`src/rtl/divider_pkg.sv`:
```
// Shared constants and state encoding for the 4-bit restoring divider.
// Imported by the control unit, its interface and the divider top.
package divider_pkg;

  localparam int DIV_N_BITS = 4;
  localparam int DIV_CNT_W  = 3;

  localparam logic SEL_SUB  = 1'b0;
  localparam logic SEL_ZERO = 1'b1;

  typedef enum logic [2:0] {
    IDLE    = 3'd0,
    LOAD    = 3'd1,
    CHECK   = 3'd2,
    SHIFT   = 3'd3,
    COMPARE = 3'd4,
    DONE    = 3'd5,
    ERR     = 3'd6
  } state_e;

endpackage

```
`src/rtl/divider_control_unit_if.sv`:
```
// System handshake plus datapath flag/control bundle of the divider.
// master = control unit, slave = datapath and system side.
interface divider_control_unit_if #(
  parameter int CNT_W = 3
);

  logic             go;
  logic             busy;
  logic             done;
  logic             err;

  logic             R_lt_Y;
  logic             cnt_out;
  logic             zeroerror;

  logic             Yen;
  logic             Xen;
  logic             Ren;
  logic             X_sL;
  logic             Xshiftbit;
  logic             RsL;
  logic             RsR;
  logic             s1;
  logic             s2;
  logic             s3;
  logic             load_cnt;
  logic             ud;
  logic             Cen;
  logic [CNT_W-1:0] n;

  modport master (
    input  go, R_lt_Y, cnt_out, zeroerror,
    output busy, done, err,
    output Yen, Xen, Ren, X_sL, Xshiftbit,
    output RsL, RsR, s1, s2, s3,
    output load_cnt, ud, Cen, n
  );

  modport slave (
    output go, R_lt_Y, cnt_out, zeroerror,
    input  busy, done, err,
    input  Yen, Xen, Ren, X_sL, Xshiftbit,
    input  RsL, RsR, s1, s2, s3,
    input  load_cnt, ud, Cen, n
  );

endinterface

```
`src/rtl/divider_control_unit.sv`:
```
// Control FSM for the restoring divider: load, zero check,
// shift/compare iterations and result presentation.
module divider_control_unit
  import divider_pkg::*;
#(
  parameter int N_BITS = DIV_N_BITS,
  parameter int CNT_W  = DIV_CNT_W
) (
  input  logic                    clk,
  input  logic                    rst,
  divider_control_unit_if.master  bus
);

  localparam logic [CNT_W-1:0] N_LOAD = CNT_W'(N_BITS);

  state_e state_q, state_d;
  logic   go_q, go_d;
  logic   start;

  assign go_d  = bus.go;
  assign start = bus.go & ~go_q;

  always_ff @(posedge clk or posedge rst) begin
    if (rst) begin
      state_q <= IDLE;
      go_q    <= 1'b0;
    end else begin
      state_q <= state_d;
      go_q    <= go_d;
    end
  end

  // Mealy outputs: flags only matter in CHECK, SHIFT and COMPARE
  always_comb begin
    state_d       = state_q;
    bus.Yen       = 1'b0;
    bus.Xen       = 1'b0;
    bus.Ren       = 1'b0;
    bus.X_sL      = 1'b0;
    bus.Xshiftbit = 1'b0;
    bus.RsL       = 1'b0;
    bus.RsR       = 1'b0;
    bus.s1        = SEL_SUB;
    bus.s2        = 1'b1;
    bus.s3        = 1'b1;
    bus.load_cnt  = 1'b0;
    bus.ud        = 1'b0;
    bus.Cen       = 1'b0;
    bus.n         = N_LOAD;
    bus.busy      = 1'b0;
    bus.done      = 1'b0;
    bus.err       = 1'b0;
    unique case (state_q)
      IDLE: begin
        if (start) state_d = LOAD;
      end
      LOAD: begin
        bus.busy     = 1'b1;
        bus.Yen      = 1'b1;
        bus.Xen      = 1'b1;
        bus.Ren      = 1'b1;
        bus.s1       = SEL_ZERO;
        bus.Cen      = 1'b1;
        bus.load_cnt = 1'b1;
        state_d      = CHECK;
      end
      CHECK: begin
        bus.busy = 1'b1;
        state_d  = bus.zeroerror ? ERR : SHIFT;
      end
      SHIFT: begin
        bus.busy = 1'b1;
        if (bus.cnt_out) begin
          state_d = DONE;
        end else begin
          bus.RsL = 1'b1;
          state_d = COMPARE;
        end
      end
      COMPARE: begin
        bus.busy = 1'b1;
        bus.X_sL = 1'b1;
        bus.Cen  = 1'b1;
        bus.ud   = 1'b0;
        if (!bus.R_lt_Y) begin
          bus.Ren       = 1'b1;
          bus.s1        = SEL_SUB;
          bus.Xshiftbit = 1'b1;
        end
        state_d = SHIFT;
      end
      DONE: begin
        bus.s2   = 1'b0;
        bus.s3   = 1'b0;
        bus.done = 1'b1;
        if (start) state_d = LOAD;
      end
      ERR: begin
        bus.err = 1'b1;
        if (start) state_d = LOAD;
      end
      default: state_d = IDLE;
    endcase
  end

endmodule

```
`src/flat_wrapper.sv`:
```
// flat-port wrapper written by rule: the top's interface ports become plain ports
module divider_control_unit_flat import divider_pkg::*;
#(
  parameter int N_BITS = DIV_N_BITS,
  parameter int CNT_W  = DIV_CNT_W
)
  (clk, rst, bus_go, bus_R_lt_Y, bus_cnt_out, bus_zeroerror, bus_busy, bus_done, bus_err, bus_Yen, bus_Xen, bus_Ren, bus_X_sL, bus_Xshiftbit, bus_RsL, bus_RsR, bus_s1, bus_s2, bus_s3, bus_load_cnt, bus_ud, bus_Cen, bus_n);
  divider_control_unit_if #(.CNT_W(CNT_W)) bus_i ();
  input  logic clk;
  input  logic rst;
  input wire logic [$bits(bus_i.go)-1:0] bus_go;
  input wire logic [$bits(bus_i.R_lt_Y)-1:0] bus_R_lt_Y;
  input wire logic [$bits(bus_i.cnt_out)-1:0] bus_cnt_out;
  input wire logic [$bits(bus_i.zeroerror)-1:0] bus_zeroerror;
  output wire logic [$bits(bus_i.busy)-1:0] bus_busy;
  output wire logic [$bits(bus_i.done)-1:0] bus_done;
  output wire logic [$bits(bus_i.err)-1:0] bus_err;
  output wire logic [$bits(bus_i.Yen)-1:0] bus_Yen;
  output wire logic [$bits(bus_i.Xen)-1:0] bus_Xen;
  output wire logic [$bits(bus_i.Ren)-1:0] bus_Ren;
  output wire logic [$bits(bus_i.X_sL)-1:0] bus_X_sL;
  output wire logic [$bits(bus_i.Xshiftbit)-1:0] bus_Xshiftbit;
  output wire logic [$bits(bus_i.RsL)-1:0] bus_RsL;
  output wire logic [$bits(bus_i.RsR)-1:0] bus_RsR;
  output wire logic [$bits(bus_i.s1)-1:0] bus_s1;
  output wire logic [$bits(bus_i.s2)-1:0] bus_s2;
  output wire logic [$bits(bus_i.s3)-1:0] bus_s3;
  output wire logic [$bits(bus_i.load_cnt)-1:0] bus_load_cnt;
  output wire logic [$bits(bus_i.ud)-1:0] bus_ud;
  output wire logic [$bits(bus_i.Cen)-1:0] bus_Cen;
  output wire logic [$bits(bus_i.n)-1:0] bus_n;
  assign bus_i.go = bus_go;
  assign bus_i.R_lt_Y = bus_R_lt_Y;
  assign bus_i.cnt_out = bus_cnt_out;
  assign bus_i.zeroerror = bus_zeroerror;
  assign bus_busy = bus_i.busy;
  assign bus_done = bus_i.done;
  assign bus_err = bus_i.err;
  assign bus_Yen = bus_i.Yen;
  assign bus_Xen = bus_i.Xen;
  assign bus_Ren = bus_i.Ren;
  assign bus_X_sL = bus_i.X_sL;
  assign bus_Xshiftbit = bus_i.Xshiftbit;
  assign bus_RsL = bus_i.RsL;
  assign bus_RsR = bus_i.RsR;
  assign bus_s1 = bus_i.s1;
  assign bus_s2 = bus_i.s2;
  assign bus_s3 = bus_i.s3;
  assign bus_load_cnt = bus_i.load_cnt;
  assign bus_ud = bus_i.ud;
  assign bus_Cen = bus_i.Cen;
  assign bus_n = bus_i.n;
  divider_control_unit #(.N_BITS(N_BITS), .CNT_W(CNT_W)) u_core (.clk(clk), .rst(rst), .bus(bus_i));
endmodule
```
`config.mk`:
```
export PLATFORM = sky130hd
export DESIGN_NAME = divider_control_unit_flat
export DESIGN_NICKNAME = d
export VERILOG_FILES = /design/src/rtl/divider_pkg.sv /design/src/rtl/divider_control_unit_if.sv /design/src/rtl/divider_control_unit.sv /design/src/flat_wrapper.sv
export SDC_FILE = /design/constraint.sdc
export NUM_CORES = 1
export LEC_CHECK = 0
export CAP_MARGIN = 0
export CELL_PAD_IN_SITES_DETAIL_PLACEMENT = 0
export CELL_PAD_IN_SITES_GLOBAL_PLACEMENT = 1
export CORE_UTILIZATION = 20
export DETAILED_ROUTE_END_ITERATION = 10
export GPL_TIMING_DRIVEN = 0
export HOLD_SLACK_MARGIN = 0.02
export PLACE_DENSITY = 0.79
export SLEW_MARGIN = 5
export SYNTH_ARGS = -nofsm -noshare
export SYNTH_HDL_FRONTEND = slang
export SYNTH_SLANG_ARGS = --single-unit
```
`constraint.sdc`:
```
create_clock -name clk -period 0.85 [get_ports clk]
set_input_delay 0.085 -clock clk [delete_from_list [all_inputs] [get_ports clk]]
set_output_delay 0.085 -clock clk [all_outputs]
set_load 0.05 [all_outputs]
```
### Yosys cells after proc, flatten, opt, wreduce, memory -nomap -nowiden

Index checks and enable logic that the tools add are counted.

* register bits: 4

* eq/ne operators: 7
* muxes and demuxes: 16
* bitwise gates (word level): 2
* reduce and logical (&&, ||, !) cells: 4

Operator list (count)
* $pmux 3 s5: 1
* $mux 1: 12
* $eq 3x3->1 const B: 3
* $eq 3x2->1 const B: 2
* $mux 3: 2
* $reduce_or 4->1: 1
* $eq 3x1->1 const B: 1
* $logic_not 3->1: 1
* $reduce_or 3->1: 1
* $ne 2x1->1 const B: 1
* $pmux 1 s2: 1
* $reduce_or 2->1: 1
* $and 1x1->1: 1
* $not 1->1: 1

### Longest topological paths before layout

* depth after elaboration: 4
* gate-level depth with buffers: 5
* mapped depth without buffers: 3

### Least setup slack after synthesis

No wires, ideal clock.

* kind: reg2out
* start point: register u_core.state_q[0]
* end point: output port bus_Ren
* arrival time: 1.776 ns
* data required time: 0.765 ns
* slack: -1.011 ns
* cell stages (with the launch flop): 4
* cell sequence: dfrtp_1 > nor2_1 > nand2_1 > o21ai_0

* longest elaborated chain between the ends: 2
* elaborated cells between the ends (all ways): 3
* those cells by class: eq/ne: 2; mux: 1

RTL lines
* from (decl): line divider_control_unit.sv:16 `state_e state_q, state_d;`
* from (signal assigned): line divider_control_unit.sv:28 `state_q <= state_d;`
* $eq 3x3->1 or $eq 3x1->1 (tied branches): line divider_control_unit.sv:53 `unique case (state_q)`
* $pmux 1 s2 (*): line divider_control_unit.sv:53
* to (decl): line flat_wrapper.sv:20 `output wire logic [$bits(bus_i.Ren)-1:0] bus_Ren;`

Every way passes the cells marked *; elsewhere a longest branch is shown, timed or not.

### Worst setup path after layout

* start point: register u_core.state_q[0]
* end point: output port bus_Yen

* longest elaborated chain between the ends: 2

RTL lines
* $eq 3x1->1: line divider_control_unit.sv:53
* $mux 1: line divider_control_unit.sv:53
* to (decl): line flat_wrapper.sv:18 `output wire logic [$bits(bus_i.Yen)-1:0] bus_Yen;`

No other way between the ends.

==> flow_summary_export.csv <==
group,metric,value,unit
clock_tree,clk_pin_slew,0.04,ns
clock_tree,cts_root_buf,"clkbuf_4",
synthesis,synthTopCellsByArea,"dfrtp_1 (27%), buf_4 (20%), inv_1 (6.1%)",
sta,finClkSkew,0.00149,ns
global_routing,grt_remaining_overflow,0,
worst_setup_path,rrSetupSlack,-0.28,ns
hold_path,hold_path.class,"in -> async",
synthesis,ys_warn_count,0,
clock_tree,htreeDepth,1,
routing,drt_first_iter_violations,5,
worst_setup_path,cpMostUsedCell,"buf_8",
sta,rsz0062_at_grt,"true",
sta,setup_viol,17,
synthesis,async_flop_share,1.00,
global_routing,track_usage,0.0974,
global_routing,antenna_found_initial,0,
routing,wirelength,810,um
job,cap_violations,0,
global_routing,gr-usage-met2,0.165,
global_routing,grt_pass1_wl,1400,um
die,core,1730,um2
synthesis,syn_inst,47,
sta,max_freq,0.715,GHz
layout,post-route-util,0.459,
routing,route.detailed.drc,0,
global_routing,use_met3,0.0280,
sta,setup_ws,-0.549,ns
routing,viasPerCell,3.75,
sta,finalCriticalPeriod,1.40,ns
synthesis,synth_ff_type,"dfrtp_1",
clock_tree,clockBufferDepth,2,
synthesis,synth.top_cell.area_share,0.270,
worst_setup_path,crit_type,"reg -> out",
synthesis,ys_seq_elements,4,
global_routing,top_usage_layer,"met2",
die,dieArea,2030,um2
layout,syn2layout_area_growth,114,%
synthesis,syn-mean-instance-area,7.88,um2
sta,hold_viol,0,
global_routing,grt_max_degree,7,
worst_setup_path,max_stage_delay,0.40,ns
status,violations,"setup timing",
worst_setup_path,crit_path_end_kind,"output pin",
layout,diodes,0,
worst_setup_path,crit_chain,"buf_6 > nand3_4 > clkinvlp_4 > buf_8 > buf_8",
placement,portBuffers,19,
synthesis,synth_edf_count,0,
layout,nets,86,
routing,postRouteAntennaNets,0,
placement,hpwl,588,um
sta,period_share,1.65,
placement,gp_congestion,0.655,
routing,first_pass_iters,3,
worst_setup_path,critPathMaxFanout,6,
die,initial_core_util,0.214,
clock_tree,cts_tree,"built",
routing,post_drt_wl_per_cell,7.86,um
global_routing,grtUsageMet1,0.101,
global_routing,first_global_vias,342,
worst_setup_path,cpMaxStageDelayCell,"dfrtp_1",
worst_setup_path,rr_endpoint,"u_core.state_q[1]",
synthesis,yosysUniqueCellTypes,20,
worst_setup_path,arrival,1.31,ns
status,status,"complete, but fails checks",
clock_tree,clkLatencyLatePin,0.24,ns
worst_setup_path,r2r_start,"u_core.state_q[0]",
die,num_io_pins,25,
layout,drive_gt1_frac,0.654,
die,rows,15,
worst_setup_path,startpoint_type,"register",
clock_tree,cts_sinks,4,
clock_tree,holdBufCountCts,0,
routing,via_count,386,
synthesis,synth.top_cells.by_count,"buf_4 (10), inv_1 (6), dfrtp_1 (4), nand2_1 (4)",
die,die_y,45.0,um
synthesis,synth_top_area_cell,"dfrtp_1",
sta,slew_viol_final,0,
clock_tree,cts_buffers,3,
worst_setup_path,critPathRequiredTime,0.76,ns
die,die_w,45.0,um
synthesis,syn_area,370,um2
synthesis,synth_sequential_area_ratio,0.270,
worst_setup_path,reg2reg_depth,6,
synthesis,synth.most_common_cell,"buf_4",
==> stage by stage <==
| stage | cells | hold slack, ns | worst slack (ns) | area [um2] | setup TNS [ns] |
|---|---|---|---|---|---|
| 6_report | 103 | 0.0255 | -0.549 | 792 | -7.66 |
| 5_1_grt | 103 | 0.0786 | -0.619 | 792 | -8.69 |
| 4_1_cts | 103 | 0.0252 | -0.554 | 776 | -7.81 |
| 3_5_place_dp | 94 | 0.275 | -0.984 | 668 | -13.45 |
| 3_3_place_gp | 94 | 0.272 | -1.00 | 668 | -13.48 |
| 2_1_floorplan | 50 | -0.149 | -0.720 | 447 | -5.71 |
==> cell usage in the layout (no fill, tap or decap), types with 2 or more instances in the layout <==
cell,count
clkbuf_4,3
nand2_4,2
clkdlybuf4s50_1,5
a21oi_1,2
xnor2_1,2
dfrtp_1,3
o21a_1,2
conb_1,5
nand2_1,2
buf_6,12
clkinvlp_4,3
buf_4,15
buf_8,4
==> layer usage <==
metal | part of all wire | up-vias
met4 | 0.049 | 0
met5 | 0 | -
met1 | 0.36 | 159
li1 | - | 199
met2 | 0.50 | 21
met3 | 0.094 | 7
==> logic make-up (layout without fill, tap and decap cells) <==
logic type,count (synthesis),in the layout,synth area share
buffers and inverters,17,45,0.294
and+or+nand+nor,14,14,0.206
AOI/OAI and AO/OA,8,8,0.162
DFF,4,4,0.270
other,2,5,0.0203
xor gates and xnor gates,2,2,0.0473
==> final cells by class <==
class                      instances  area [um2]
fill                             169         935
timing repair buffer              25         253
multi-input combinational         29         243
buffer                            11         105
sequential                         4         101
inverter                           6        36.3
tap                               25        31.3
clock buffer                       3        22.5
==> sequential cells by signal, summed over array words and instances (netlist names) <==
signal and flops:
u_core.state_q 3, u_core.go_q 1
==> worst max-delay path by stage <==
stage,start,endpoint,slack [ns],cells past startpoint
after global placement,u_core.state_q[0],bus_Ren,-1.00,4
final,u_core.state_q[0],bus_Yen,-0.55,5
after CTS,u_core.state_q[1],bus_s3,-0.55,4
after detailed placement,u_core.state_q[1],bus_Ren,-0.98,4
after floorplan,u_core.state_q[1],bus_done,-0.72,3
after global routing,u_core.state_q[1],bus_Ren,-0.62,4
==> repair_timing <==
action	in CTS	in global routing
setup buffers	6	0
setup endpoints to repair	17	17
pin swaps	1	1
gates resized for setup	105	3
==> worst max-delay path, delay by kind of cell, from the launching register on <==
family | cells | cell delay (ns)
buffers and inverters | 4 | 0.58
flip-flops | 1 | 0.40
AND/OR/NAND/NOR | 1 | 0.10
Power is left out: the tool's default activity adds up to more than one toggle a clock period on the data nets, which glitch-free logic cannot reach.
